$ cat config.mk
export PLATFORM = sky130hd
export DESIGN_NAME = rf_write_arbiter
export DESIGN_NICKNAME = d
export VERILOG_FILES = /design/src/rtl/rf_write_arbiter_pkg.sv /design/src/rtl/rf_wr_fifo.sv /design/src/rtl/rf_write_arbiter.sv
export SDC_FILE = /design/constraint.sdc
export NUM_CORES = 1
export LEC_CHECK = 0
export ABC_AREA = 1
export CORE_ASPECT_RATIO = 0.7
export CORE_MARGIN = 4
export CORE_UTILIZATION = 40
export CTS_CLUSTER_SIZE = 10
export DETAILED_ROUTE_END_ITERATION = 12
export GPL_TIMING_DRIVEN = 0
export PLACE_DENSITY = 0.72
export RECOVER_POWER = 25
export REMOVE_ABC_BUFFERS = 1
export SLEW_MARGIN = 30
export SYNTH_ARGS = -nofsm -noshare
export SYNTH_HDL_FRONTEND = slang
export SYNTH_HIERARCHICAL = 1
export SYNTH_SLANG_ARGS = --single-unit
$ cat constraint.sdc
create_clock -name clk -period 5.4 [get_ports clk]
set_input_delay 0.54 -clock clk [delete_from_list [all_inputs] [get_ports clk]]
set_output_delay 0.54 -clock clk [all_outputs]
set_load 0.05 [all_outputs]
$ cat src/rtl/rf_write_arbiter_pkg.sv
// Shared definitions for the register-file write-port arbiter.
package rf_write_arbiter_pkg;

  localparam int unsigned RF_AW = 5;
  localparam int unsigned RF_DW = 32;

  // Which requester owns the RF write port in the current cycle
  localparam logic [1:0] SEL_NONE = 2'd0;
  localparam logic [1:0] SEL_WB   = 2'd1;
  localparam logic [1:0] SEL_FIFO = 2'd2;

  // One buffered long-latency result
  typedef struct packed {
    logic             live;
    logic [RF_AW-1:0] addr;
    logic [RF_DW-1:0] data;
  } rf_entry_t;

endpackage

$ cat src/rtl/rf_wr_fifo.sv
// Circular buffer of long-latency results with per-entry live bits,
// address-match kill of superseded entries and a pending-register mask.
module rf_wr_fifo
  import rf_write_arbiter_pkg::*;
#(
  parameter int unsigned DEPTH = 2,
  parameter int unsigned AW    = RF_AW,
  parameter int unsigned DW    = RF_DW,
  localparam int unsigned PW   = $clog2(DEPTH),
  localparam int unsigned CW   = PW + 1,
  localparam int unsigned NR   = 1 << AW
) (
  input  logic          clk,
  input  logic          rst,
  input  logic          push_i,
  input  logic [AW-1:0] push_addr_i,
  input  logic [DW-1:0] push_data_i,
  input  logic          pop_i,
  input  logic          kill_i,
  input  logic [AW-1:0] kill_addr_i,
  output logic          head_live_o,
  output logic [AW-1:0] head_addr_o,
  output logic [DW-1:0] head_data_o,
  output logic [CW-1:0] count_o,
  output logic [NR-1:0] pending_mask_o
);

  logic [DEPTH-1:0] live_q, live_d;
  logic [PW-1:0]    rd_q, rd_d;
  logic [PW-1:0]    wr_q, wr_d;
  logic [CW-1:0]    count_q, count_d;
  logic [AW-1:0]    addr_q [DEPTH];
  logic [DW-1:0]    data_q [DEPTH];

  // Next pointers, count and live bits from push/pop/kill
  always_comb begin
    live_d  = live_q;
    rd_d    = rd_q;
    wr_d    = wr_q;
    count_d = count_q;
    if (kill_i) begin
      for (int i = 0; i < int'(DEPTH); i++) begin
        if (live_q[i] && (PW'(i) != rd_q) && (addr_q[i] == kill_addr_i)) begin
          live_d[i] = 1'b0;
        end
      end
    end
    if (pop_i) begin
      live_d[rd_q] = 1'b0;
      rd_d         = rd_q + PW'(1);
    end
    // The write slot is never occupied when push is allowed, so setting it
    // after the kill loop keeps a same-cycle enqueue alive.
    if (push_i) begin
      live_d[wr_q] = 1'b1;
      wr_d         = wr_q + PW'(1);
    end
    count_d = count_q + CW'(push_i) - CW'(pop_i);
  end

  // Control state register
  always_ff @(posedge clk) begin
    if (rst) begin
      live_q  <= '0;
      rd_q    <= '0;
      wr_q    <= '0;
      count_q <= '0;
    end else begin
      live_q  <= live_d;
      rd_q    <= rd_d;
      wr_q    <= wr_d;
      count_q <= count_d;
    end
  end

  // Payload storage; contents are only meaningful while the slot is live
  always_ff @(posedge clk) begin
    if (push_i) begin
      addr_q[wr_q] <= push_addr_i;
      data_q[wr_q] <= push_data_i;
    end
  end

  // OR of decoded destinations of every live entry
  always_comb begin
    pending_mask_o = '0;
    for (int i = 0; i < int'(DEPTH); i++) begin
      if (live_q[i]) begin
        pending_mask_o[addr_q[i]] = 1'b1;
      end
    end
  end

  assign head_live_o = live_q[rd_q];
  assign head_addr_o = addr_q[rd_q];
  assign head_data_o = data_q[rd_q];
  assign count_o     = count_q;

endmodule

$ cat src/rtl/rf_write_arbiter.sv
// Shares the RF write port between the writeback stage (priority) and a
// FIFO of long-latency results, with a starvation guard for the FIFO head.
module rf_write_arbiter
  import rf_write_arbiter_pkg::*;
#(
  parameter int unsigned DEPTH    = 2,
  parameter int unsigned MAX_WAIT = 3,
  parameter int unsigned AW       = RF_AW,
  parameter int unsigned DW       = RF_DW,
  localparam int unsigned CW      = $clog2(DEPTH) + 1,
  localparam int unsigned WW      = (MAX_WAIT < 1) ? 1 : $clog2(MAX_WAIT + 1),
  localparam int unsigned NR      = 1 << AW
) (
  input  logic          clk,
  input  logic          rst,
  input  logic          wb_valid,
  input  logic [AW-1:0] wb_addr,
  input  logic [DW-1:0] wb_data,
  output logic          wb_ready,
  input  logic          lu_valid,
  input  logic [AW-1:0] lu_addr,
  input  logic [DW-1:0] lu_data,
  output logic          lu_ready,
  output logic          rf_wr,
  output logic [AW-1:0] rf_a3,
  output logic [DW-1:0] rf_wd,
  output logic [NR-1:0] pending_mask,
  output logic [CW-1:0] fifo_count
);

  logic [WW-1:0] wait_q, wait_d;
  logic [1:0]    sel_c;
  logic          nonempty_c;
  logic          starve_c;
  logic          push_c;
  logic          pop_c;
  logic          kill_c;
  logic          head_live;
  logic [AW-1:0] head_addr;
  logic [DW-1:0] head_data;

  rf_wr_fifo #(
    .DEPTH (DEPTH),
    .AW    (AW),
    .DW    (DW)
  ) u_fifo (
    .clk            (clk),
    .rst            (rst),
    .push_i         (push_c),
    .push_addr_i    (lu_addr),
    .push_data_i    (lu_data),
    .pop_i          (pop_c),
    .kill_i         (kill_c),
    .kill_addr_i    (wb_addr),
    .head_live_o    (head_live),
    .head_addr_o    (head_addr),
    .head_data_o    (head_data),
    .count_o        (fifo_count),
    .pending_mask_o (pending_mask)
  );

  // Grant selection, write-port drive and FIFO control
  always_comb begin
    sel_c      = SEL_NONE;
    rf_wr      = 1'b0;
    rf_a3      = '0;
    rf_wd      = '0;
    wait_d     = wait_q;
    nonempty_c = (fifo_count != '0);
    starve_c   = nonempty_c && (wait_q == WW'(MAX_WAIT));

    if (nonempty_c && (!wb_valid || starve_c)) begin
      sel_c = SEL_FIFO;
    end else if (wb_valid) begin
      sel_c = SEL_WB;
    end

    case (sel_c)
      SEL_FIFO: begin
        rf_wr = head_live && (head_addr != '0);
        rf_a3 = head_addr;
        rf_wd = head_data;
      end
      SEL_WB: begin
        rf_wr = (wb_addr != '0);
        rf_a3 = wb_addr;
        rf_wd = wb_data;
      end
      default: ;
    endcase

    // Nothing reaches the RF while the block is held in reset
    if (rst) begin
      rf_wr = 1'b0;
    end

    // Head bypass counter, saturating at the forcing threshold
    if (!nonempty_c || (sel_c == SEL_FIFO)) begin
      wait_d = '0;
    end else if (wait_q != WW'(MAX_WAIT)) begin
      wait_d = wait_q + WW'(1);
    end
  end

  assign wb_ready = !starve_c;
  assign lu_ready = (fifo_count < CW'(DEPTH));
  // r0 results are accepted but never buffered
  assign push_c   = lu_valid && lu_ready && (lu_addr != '0);
  assign pop_c    = (sel_c == SEL_FIFO);
  assign kill_c   = (sel_c == SEL_WB);

  // Starvation counter register
  always_ff @(posedge clk) begin
    if (rst) begin
      wait_q <= '0;
    end else begin
      wait_q <= wait_d;
    end
  end

endmodule

==> metrics.sh, run 1 <==
FINAL.SETUP_SKEW_NS=0.00416
CLOCKROOTBUFFER='clkbuf_16'
SLEW_VIOLATIONS=0
DETAILEDROUTE.FIRSTPASSITERATIONCOUNT=5
GR_OVERFLOW_TOTAL=0
FINAL_CORE_UTIL=0.609
CTS_HTREE_LEVELS=3
GRT.TOTAL_USAGE=0.183
POWER.DENSITY_nW_PER_UM2=380
PORT-BUFFER-COUNT=151
REG_TO_REG_START='wait_q[0]$_SDFFE_PP0P_'
POSTSYNTHCELLCOUNT=459
CLK_PIN_SLEW_NS=0.06
FINAL.SETUP.WORST_SLACK_NS=2.06
HOLD_START='wait_q[1]$_SDFFE_PP0P_'
TOTALNEGATIVESETUPSLACK_NS=0
GRT_ANTENNA_BEFORE_REPAIR=0
POST_ROUTE_CLOCK_PERIOD_UTILIZATION=0.619
VIA_COUNT=3706
START_UTIL=0.416
FINAL_LAYOUT_SIZE_SUFFIX_GT1_FRAC=0.0792
TIMING.MAX_CAP.VIOLATIONS=0
WORSTSETUPSTARTPOINTTYPE='input pin'
HOLD_BUFFERS_POST_CTS=0
CELL_AREA_AFTER_TECHNOLOGY_MAPPING_UM2=4350
DRTANTENNAVIOLNETS=0
POST-ROUTE-MIN-PERIOD_NS=3.34
POST_CTS.REPAIR.SETUP_BUFFERS=0
CTS_RESIZED=0
WORST_SLEW_PIN_SLEW_NS=0.607
GRT_FIRST_PASS_WIRELENGTH_MM=18.3
SYNTH_FA_HA_AREA_FRAC=0.00863
FLOORPLAN.ROWS=31
POSTROUTEWIRELENGTH_MM=11.5
PLACEABLECOREAREA_UM2=10500
VIAS_PER_CELL=4.93
WORSTPATHCELLLIST='clkdlybuf4s50_1 -> inv_1 -> nor2_8 -> nand2_1 -> a21oi_1 -> clkdlybuf4s50_1'
SLEW_HEADROOM=0.593
WORSTPATHREQUIRED_NS=4.86
INSERTEDDIODECOUNT=0
RSZ0062_AT_GRT='no'
CRIT_TYPE='input pin to output pin'
DRT_ITER0_DRC=232
MAX_CLOCK_FREQ_MHz=299
WORST-R2R-SETUP-SLACK_NS=3.50
CTS_INSERTED_BUFFERS=9
GRT_START_MAX_NET_PINS=39
DRT_DRC_VIOLATIONS_LEFT=0
HOLD_SLACK_NS=0.490
IO-PIN-COUNT=152
POST_SYNTH_NUM_CELL_TYPES=27
GRT_PASS1_VIAS=3666
SYNTH_FLOP_CELL='edfxtp_1'
CTS_NUM_SINKS=83
DP_WORST_SETUP_SLACK_NS=2.01
WORST_SKEW_PAIR.LATE_LATENCY_NS=0.33
COMBINATIONAL_FAMILY_WITH_THE_MOST_AREA_AFTER_SYNTHESIS='simple AND/OR/NAND/NOR gates'
FILL_CELLS=915
GP_CONGESTION=0.892
NETLIST.AREA_LEADER.SHARE=0.511
POWER.LEAKAGE_nW=2.44
MOSTFREQUENTLAYOUTCELL='nand2_1'
FINAL-HOLD-VIOLATION-COUNT=0
RUN_STATUS='completed'
REPORT.POWER.TOTAL_mW=2.42
HOLDCRITPATHCLASS='flop to flop'
MAIN_AREA_CONTRIBUTORS_AFTER_SYNTHESIS='edfxtp_1, nand2_1, mux2_1'
SYNTH_XOR_XNOR_AREA_SHARE=0.00403
DIE_H_UM=95.3
LAYOUT-AREA-OVERHEAD-VS-SYNTH_PCT=46.6
FLOORPLAN.DIE.WIDTH_UM=133
POST_SYNTH_MUX_AREA_SHARE=0.0828
END_KIND='output pin'
WORST_PATH_MOST_REPEATED_CELL='clkdlybuf4s50_1'
POST_SYNTH.CELL_AREA_AVG_UM2=9.48
TIMING.CRITICAL_PATH.FROM='wb_valid'
SYNTH_WARNINGS=6
MAX-CLOCK-PATH-BUFFERS=2
FINAL_NETS=695
DOMINANT_CELL_TYPE_BY_AREA_AFTER_SYNTHESIS='edfxtp_1'
REPORT.FINAL.SETUP_VIOL=0
CTS_TREE='yes'
LAYOUT_COMMON_CELLS='nand2_1, clkdlybuf4s50_1, edfxtp_1, mux2_1, dlygate4sd3_1'
CRITPATHARRIVALTIME_NS=2.80
SYNTH_SIMPLE_GATE_AREA_SHARE=0.244
WL_PER_CELL_UM=15.3
WORSTPATHMAXFANOUT=38
VDD.IR_DROP.WORST_V=0.000386
DETAILEDPLACEMENTHPWL_MM=8.74
SYNTH_COMPOUND_GATE_AREA_SHARE=0.0578
DIE-AREA_UM2=12600
CPMAXSTAGEDELAYCELL='clkdlybuf4s50_1'
REGISTER_BIT_COUNT_REPORTED_BY_YOSYS=83
DELAY_OF_THE_SLOWEST_CELL_ON_THE_WORST_PATH_NS=0.83
SYNTH_ENABLE_FLOP_CELLS=74
SYNTH_SEQUENTIAL_AREA_RATIO=0.552
ASYNC_FLOP_SHARE=0
==> critical path: cells and delay by family <==
kind | cells | cell delay, ns
AOI/OAI and AO/OA | 1 | 0.18
buffers and inverters | 3 | 1.52
and+or+nand+nor | 2 | 0.55
==> cell type report <==
cell class              instances  area [um2]  share of cell area
inverters                      36         135              0.0212
well taps                     132         165              0.0259
flip-flops and latches         83        2400               0.377
multi-input cells             327        1730               0.272
clock buffers                  10         229              0.0359
clock inverters                 6        50.0             0.00785
repair buffers                157        1660               0.260
==> per-layer routing <==
layer,wire [um],up-vias,GRT usage
met5,0,-,0
met4,155,0,0.0545
met3,687,14,0.0432
met2,5240,144,0.291
met1,5440,1700,0.253
li1,-,1848,-
==> cells in the mapped netlist (all sizes together), types with 2 or more instances <==
master / number
inv: 36
edfxtp: 74
o21ai: 41
dfxtp: 9
mux2: 32
nor2: 23
buf: 11
nand3: 17
clkbuf: 2
nor3: 16
ha: 3
nand2: 184
a21oi: 7
==> stage by stage <==
stage,instances,instance area (um2)
CTS,751,6380
global placement,729,5940
floorplan,446,4260
detailed placement,735,6100
finish,751,6380
global route,751,6380
==> cells by family after synthesis <==
family	Yosys count
xor gates and xnor gates	2
muxes	32
buffers and inverters	49
DFF	83
AOI/OAI and AO/OA	48
adders and majority gates	3
and+or+nand+nor	242
==> registers in the layout, indices dropped and copies added, names as in the netlist, named ones only <==
register / count
wait_q: 2
u_fifo/data_q: 64
u_fifo/wr_q: 1
u_fifo/rd_q: 1
u_fifo/addr_q: 10
u_fifo/count_o: 2
u_fifo/live_q: 2
==> path summary, 6_finish.rpt <==
check,to,depth (start not counted)
max,rf_wr,6
min,wait_q[1]$_SDFFE_PP0P_,2
min reg2reg,wait_q[1]$_SDFFE_PP0P_,2
max reg2reg,u_fifo/count_o[1]$_SDFF_PP0_,8
==> report_power, final <==
group	leakage, nW	switching [mW]	total [mW]	internal, mW
Combinational	1.55	0.620	0.993	0.373
Clock	0.129	0.246	0.561	0.315
Sequential	0.764	0.0626	0.870	0.808
Total	2.44	0.929	2.42	1.50
Power figures use the tool's default switching activity.
==> run 2, diff against run 1 <==
- clock period: 5.4 -> 3.4 ns (I/O delays scaled with it)
==> results of run 2 <==
Same layout as run 1 (identical final DEF). Status: completed.
Main changes from that run: setup slack after placement 2.01 ns -> 0.407 ns; setup slack after layout 2.06 ns -> 0.378 ns; start point of the critical path wb_valid -> wait_q[0]$_SDFFE_PP0P_; end point of the critical path rf_wr -> rf_wd[27]; register-to-register setup slack 3.50 ns -> 1.50 ns; total power 2.42 mW -> 3.85 mW; worst IR drop on VDD 0.000386 V -> 0.000612 V
==> run 3, diff against run 2 <==
- TNS_END_PERCENT: unset -> 10
==> results of run 3 <==
Same layout as run 1 (identical final DEF). Status: completed.
Main changes from that run: setup slack after placement 2.01 ns -> 0.407 ns; setup slack after layout 2.06 ns -> 0.378 ns; start point of the critical path wb_valid -> wait_q[0]$_SDFFE_PP0P_; end point of the critical path rf_wr -> rf_wd[27]; register-to-register setup slack 3.50 ns -> 1.50 ns; total power 2.42 mW -> 3.85 mW; worst IR drop on VDD 0.000386 V -> 0.000612 V
